$ cat config.mk
export PLATFORM = sky130hd
export DESIGN_NAME = seg7_capture_flat
export DESIGN_NICKNAME = d
export VERILOG_FILES = /design/src/rtl/seg7_pkg.sv /design/src/rtl/seg7_capture_if.sv /design/src/rtl/seg7_glyph_encode.sv /design/src/rtl/seg7_capture.sv /design/src/flat_wrapper.sv
export SDC_FILE = /design/constraint.sdc
export NUM_CORES = 1
export LEC_CHECK = 0
export BUFFER_PORTS_ARGS = -buffer_cell sky130_fd_sc_hd__buf_2
export CORE_MARGIN = 8
export CORE_UTILIZATION = 25
export CTS_BUF_LIST = sky130_fd_sc_hd__clkbuf_16
export CTS_CLUSTER_DIAMETER = 80
export DETAILED_ROUTE_END_ITERATION = 6
export GPL_TIMING_DRIVEN = 0
export MAX_ROUTING_LAYER = met4
export PLACE_DENSITY_LB_ADDON = 0.12
export REMOVE_ABC_BUFFERS = 1
export SETUP_SLACK_MARGIN = 0.02
export SYNTH_ARGS = -nofsm -noshare
export SYNTH_HDL_FRONTEND = slang
export SYNTH_SLANG_ARGS = --single-unit
$ cat constraint.sdc
create_clock -name clk -period 4.5 [get_ports clk]
set_input_delay 0.45 -clock clk [delete_from_list [all_inputs] [get_ports clk]]
set_output_delay 0.45 -clock clk [all_outputs]
set_load 0.005 [all_outputs]
$ cat src/rtl/seg7_pkg.sv
// Shared definitions for the 7-segment capture path: glyph table, dp bit position, FSM states.
package seg7_pkg;

    localparam int SEG_DP_BIT = 7;

    // Segment pattern (bit0=a .. bit6=g) for each hex nibble, indexed by nibble value.
    localparam logic [6:0] GLYPH [16] = '{
        7'h3F, 7'h06, 7'h5B, 7'h4F, 7'h66, 7'h6D, 7'h7D, 7'h07,
        7'h7F, 7'h6F, 7'h77, 7'h7C, 7'h39, 7'h5E, 7'h79, 7'h71
    };

    typedef enum logic [1:0] {IDLE, SETTLE, HOLD} state_t;

endpackage

$ cat src/rtl/seg7_capture_if.sv
// Multiplexed display bus plus the rebuilt per-digit view produced by the capture block.
interface seg7_capture_if #(
    parameter int NDIG = 4
);
    logic [7:0]        seg;
    logic [NDIG-1:0]   an;
    logic [4*NDIG-1:0] hex;
    logic [NDIG-1:0]   dp;
    logic [NDIG-1:0]   valid;
    logic [NDIG-1:0]   err;
    logic              upd;
    logic [2:0]        upd_idx;

    modport master (output seg, an, input hex, dp, valid, err, upd, upd_idx);
    modport slave  (input seg, an, output hex, dp, valid, err, upd, upd_idx);
endinterface

$ cat src/rtl/seg7_glyph_encode.sv
// Maps a 7-bit segment pattern back to its hex nibble; legal=0 for anything not in the glyph table.
module seg7_glyph_encode
    import seg7_pkg::*;
(
    input  logic [6:0] pat,
    output logic [3:0] nib,
    output logic       legal
);

    always_comb begin
        nib   = '0;
        legal = 1'b0;
        for (int i = 0; i < 16; i++) begin
            if (pat == GLYPH[i]) begin
                nib   = 4'(i);
                legal = 1'b1;
            end
        end
    end

endmodule

$ cat src/rtl/seg7_capture.sv
// Watches a multiplexed 7-segment bus and rebuilds the nibble and dp shown on each digit
// once the bus has been stable for STABLE_CYC clocks.
module seg7_capture
    import seg7_pkg::*;
#(
    parameter int NDIG       = 4,
    parameter int STABLE_CYC = 16
) (
    input  logic           clk,
    input  logic           rst_n,
    seg7_capture_if.slave  bus
);

    localparam int         W    = NDIG + 8;
    localparam int         IW   = (NDIG > 1) ? $clog2(NDIG) : 1;
    localparam logic [7:0] LAST = 8'(STABLE_CYC - 1);

    logic [W-1:0]      sync_p0, sync_p1, prev_p2;
    logic [NDIG-1:0]   s_an;
    logic [7:0]        s_seg;
    logic              chg, onehot, cap;
    logic [7:0]        cnt_p2;
    state_t            state, state_nxt;
    logic [IW-1:0]     ki;
    logic [3:0]        nib;
    logic              legal;

    logic [4*NDIG-1:0] hex_r;
    logic [NDIG-1:0]   dp_r, valid_r, err_r;
    logic              upd_r;
    logic [2:0]        upd_idx_r;

    assign {s_an, s_seg} = sync_p1;
    assign chg           = (sync_p1 != prev_p2);
    assign onehot        = $onehot(s_an);

    // Stage p0/p1: two-flop synchroniser; p2: previous synchronised value for change detect
    always_ff @(posedge clk or negedge rst_n) begin
        if (!rst_n) begin
            sync_p0 <= '0;
            sync_p1 <= '0;
            prev_p2 <= '0;
        end else begin
            sync_p0 <= {bus.an, bus.seg};
            sync_p1 <= sync_p0;
            prev_p2 <= sync_p1;
        end
    end

    always_ff @(posedge clk or negedge rst_n) begin
        if (!rst_n)               cnt_p2 <= '0;
        else if (chg)             cnt_p2 <= '0;
        else if (cnt_p2 != 8'hFF) cnt_p2 <= cnt_p2 + 8'd1;
    end

    always_ff @(posedge clk or negedge rst_n) begin
        if (!rst_n) state <= IDLE;
        else        state <= state_nxt;
    end

    // Any change re-arms the settle; HOLD only leaves on a change, so a static bus captures once.
    always_comb begin
        state_nxt = state;
        cap       = 1'b0;
        case (state)
            IDLE: begin
                if (chg && onehot) state_nxt = SETTLE;
            end
            SETTLE: begin
                if (chg) begin
                    state_nxt = onehot ? SETTLE : IDLE;
                end else if (cnt_p2 == LAST) begin
                    cap       = 1'b1;
                    state_nxt = HOLD;
                end
            end
            HOLD: begin
                if (chg) state_nxt = onehot ? SETTLE : IDLE;
            end
            default: state_nxt = IDLE;
        endcase
    end

    always_comb begin
        ki = '0;
        for (int i = 0; i < NDIG; i++) begin
            if (s_an[i]) ki = IW'(i);
        end
    end

    seg7_glyph_encode u_enc (
        .pat   (s_seg[6:0]),
        .nib   (nib),
        .legal (legal)
    );

    // Capture stage: only the enabled digit is written; an illegal glyph keeps the last good nibble.
    always_ff @(posedge clk or negedge rst_n) begin
        if (!rst_n) begin
            hex_r     <= '0;
            dp_r      <= '0;
            valid_r   <= '0;
            err_r     <= '0;
            upd_r     <= 1'b0;
            upd_idx_r <= '0;
        end else begin
            upd_r <= cap;
            if (cap) begin
                upd_idx_r <= 3'(ki);
                dp_r[ki]  <= s_seg[SEG_DP_BIT];
                if (legal) begin
                    hex_r[4*ki +: 4] <= nib;
                    valid_r[ki]      <= 1'b1;
                    err_r[ki]        <= 1'b0;
                end else begin
                    err_r[ki] <= 1'b1;
                end
            end
        end
    end

    assign bus.hex     = hex_r;
    assign bus.dp      = dp_r;
    assign bus.valid   = valid_r;
    assign bus.err     = err_r;
    assign bus.upd     = upd_r;
    assign bus.upd_idx = upd_idx_r;

endmodule
$ cat src/flat_wrapper.sv
// flat-port wrapper written by rule: the top's interface ports become plain ports
module seg7_capture_flat import seg7_pkg::*;
#(
    parameter int NDIG       = 4,
    parameter int STABLE_CYC = 16
)
  (clk, rst_n, bus_seg, bus_an, bus_hex, bus_dp, bus_valid, bus_err, bus_upd, bus_upd_idx);
  seg7_capture_if #(.NDIG(NDIG)) bus_i ();
  input  logic clk;
  input  logic rst_n;
  input wire logic [$bits(bus_i.seg)-1:0] bus_seg;
  input wire logic [$bits(bus_i.an)-1:0] bus_an;
  output wire logic [$bits(bus_i.hex)-1:0] bus_hex;
  output wire logic [$bits(bus_i.dp)-1:0] bus_dp;
  output wire logic [$bits(bus_i.valid)-1:0] bus_valid;
  output wire logic [$bits(bus_i.err)-1:0] bus_err;
  output wire logic [$bits(bus_i.upd)-1:0] bus_upd;
  output wire logic [$bits(bus_i.upd_idx)-1:0] bus_upd_idx;
  assign bus_i.seg = bus_seg;
  assign bus_i.an = bus_an;
  assign bus_hex = bus_i.hex;
  assign bus_dp = bus_i.dp;
  assign bus_valid = bus_i.valid;
  assign bus_err = bus_i.err;
  assign bus_upd = bus_i.upd;
  assign bus_upd_idx = bus_i.upd_idx;
  seg7_capture #(.NDIG(NDIG), .STABLE_CYC(STABLE_CYC)) u_core (.clk(clk), .rst_n(rst_n), .bus(bus_i));
endmodule
==> run summary <==
Clock Sinks - 77
Largest net degree at the start of global routing - 48
Area leader, netlist - dfrtp_1
Die Y - 134.4 um
Sw Ratio - 22.77%
Seq pwr share - 48.5%
# rows - 43
WHS - 47.84 ps
Post_cts resized - 0
Layout cells sized above 1 - 25.93%
Clock buffer count from CTS - 9
Seq/Total Area, Yosys - 54.96%
Fin. max-slew vios - 0
R2r worst-path depth - 5
Total internal power - 1.166 mW
Slew margin rel. - 45.73%
Combinational Power Share - 5.7%
Ant. Diodes - 0
Worst Skew - 6.815 ps
Routed vias/inst - 4.333
Synth Register Bits - 77
Bufs on Longest Clock Path - 2
# nets final - 348
First-pass detailed-route iteration total - 4
Status - complete, no violations
Commonest non-fill, non-tap cells in the layout - 77 x dfrtp_1, 43 x buf_2, 14 x a21oi_1
VDD IR-drop max - 0.1518 mV
Post-layout minimum cycle time - 2550 ps
Post-synth EDFFs - 0
Required @ worst endpoint - 4720 ps
Hold WC Path Type - in -> async
Root buffer cell - clkbuf_16
Max_cap viols - 0
Ys Warns - 0
Top_reg_cell synth - dfrtp_1
Clock Pin Slew Worst Setup and Hold Paths - 60 ps
Mapped cell area - 3506 um^2
Fmax - 392.1 MHz
Global Route Usage Sum - 9.294%
# IOs - 46
Clk_lat worst skew - 340 ps
CP endpoint kind - flip-flop
Post-CTS setup buffer count - 0
Worst path cell trace - or3b_2, o21ai_0, a21o_1, nor2_1, mux2_2
WL/cell - 14.86 um
Unrepaired setup endpoints after global routing - false
Top cell type's share of synthesized area - 54.96%
Period utilization - 56.68%
Core Region - 13,770 um^2
Port Buf Inserts - 44
CP max-delay cell - dfrtp_1
Worst-margin pin slew - 814.0 ps
PD cells - 360.5 nW/um^2
Switching power - 0.3437 mW
Via count - 2,184
Drc violations - 0
Synthesized area per cell - 12.80 um^2
Setup CP Type - reg -> reg
CP arrival - 2770 ps
Final WL - 7491 um
Largest fanout on the critical path - 13
Grt ovf - 0
Synth async-reset ratio - 100.0%
# setup viols final - 0
# hold bufs at CTS - 0
Post-DP HPWL - 5420 um
Die ar. - 18,070 um^2
Fin. Hold Viols - 0
First-pass GRT wire length - 12,620 um
Area growth from synthesis to layout - 19.45%
Crit path launch type - flip-flop
Syn Inst Count - 274
Fin cells - 504
Initial antenna violation count - 0
Vias in the first global route - 2,335
Detail Route Antenna Nets - 0
Drt initial violations - 88
Clock network fraction of total power - 45.8%
CTS tree - done
Leakage - 2.063 nW
Top cells by area, synth - dfrtp_1 55%, ha_1 4.6%, mux2_2 3.5%
Starting Density - 25.45%
H-tree depth - 3
Die Wd - 134.4 um
Dpl cells - 489
Commonest non-fill, non-tap cell in the layout - dfrtp_1
Post-synth cell types - 57
Setup tns final - 0 ps
GPL Wtd Cong - 0.7504
CP max stage delay - 590 ps
[layout make-up]
cell class	instances	area, um^2
Clock buffer	9	225.2
Clock inverter	6	56.30
Fill cell	1452	9585
Inverter	10	37.54
Multi-Input combinational cell	177	1466
Sequential cell	77	1927
Tap cell	180	225.2
Timing Repair Buffer	45	250.2
[kinds of logic after synthesis]
group	count (synthesis)	share of synthesized area, %
buffers and inverters	20	3.212
DFF	77	54.96
AOI/OAI and AO/OA	54	11.42
muxes	24	7.816
xor gates and xnor gates	16	4.425
adders and majority gates	14	5.211
other	1	0.1070
and+or+nand+nor	68	12.85
[flip-flops by register name, summed over array words and instances (netlist names), named ones only]
| signal | flops |
|---|---|
| u_core.bus.upd_idx | 2 |
| u_core.sync_p1 | 12 |
| u_core.bus.valid | 4 |
| u_core.state | 2 |
| u_core.prev_p2 | 12 |
| u_core.bus.upd | 1 |
| u_core.sync_p0 | 12 |
| u_core.bus.dp | 4 |
| u_core.cnt_p2 | 8 |
| u_core.bus.hex | 16 |
[metal layers]
layer  track usage, %  vias up  routed length [um]
met4            5.614        0                 157
li1                 -     1082                   -
met3            2.693        9                 349
met5                -        -                   0
met2            12.75       48                3288
met1            11.82     1045                3696
[Yosys cell counts, types with 3 or more instances]
master,n
mux2_2,11
inv_1,10
ha_1,13
and3b_1,3
mux2i_1,6
xnor2_1,11
o211ai_2,3
nand2_1,11
nor2b_1,3
nand3_1,5
buf_2,3
and3_1,7
o21ai_0,8
a21o_1,5
mux2_4,3
o211ai_1,5
xor2_1,3
nor3_1,3
mux2_1,4
dfrtp_1,77
o21bai_1,7
a21oi_1,14
nor2_1,10
buf_6,4
nand4_1,4
[through the flow]
step / worst slack (ps) / total power, mW / utilization [%] / area [um^2]
floorplan: 2379 / 0.7911 / - / 3431
global placement: 1904 / 0.8287 / 28.14 / 3876
detailed placement: 1933 / 0.8332 / 28.36 / 3906
CTS: 1926 / 1.540 / 30.41 / 4188
global route: 1722 / 1.590 / 30.41 / 4188
finish: 1950 / 1.510 / 30.41 / 4188
[final timing paths]
kind / slack [ps] / start / endpoint
worst max-delay path: 1950 / u_core.sync_p1[4]$_DFF_PN0_ / flip-flop
min in group clk: 220 / bus_an[0] / u_core.sync_p0[8]$_DFF_PN0_
worst max register to register: 1950 / u_core.sync_p1[4]$_DFF_PN0_ / flip-flop
worst min register to register: 350 / u_core.sync_p0[2]$_DFF_PN0_ / u_core.sync_p1[2]$_DFF_PN0_
max in group asynchronous: 3880 / rst_n / u_core.bus.valid[3]$_DFFE_PN0P_
worst min-delay path: 50 / rst_n / u_core.sync_p0[8]$_DFF_PN0_
[power groups by stage]
stage               clock, mW  sequential, mW  combinational, mW
finish                  0.692           0.732             0.0859
global route            0.757           0.734             0.0987
CTS                     0.719           0.732             0.0892
detailed placement          0           0.744             0.0887
global placement            0           0.744             0.0843
floorplan                   0           0.738             0.0530
[critical path: cells and delay by family, from the launching register on]
family / cells / cell delay, ps
AO/OA/AOI/OAI: 2 / 780
flip-flops: 1 / 590
multiplexers: 1 / 320
AND/OR/NAND/NOR: 2 / 750
Power figures use the tool's default switching activity.
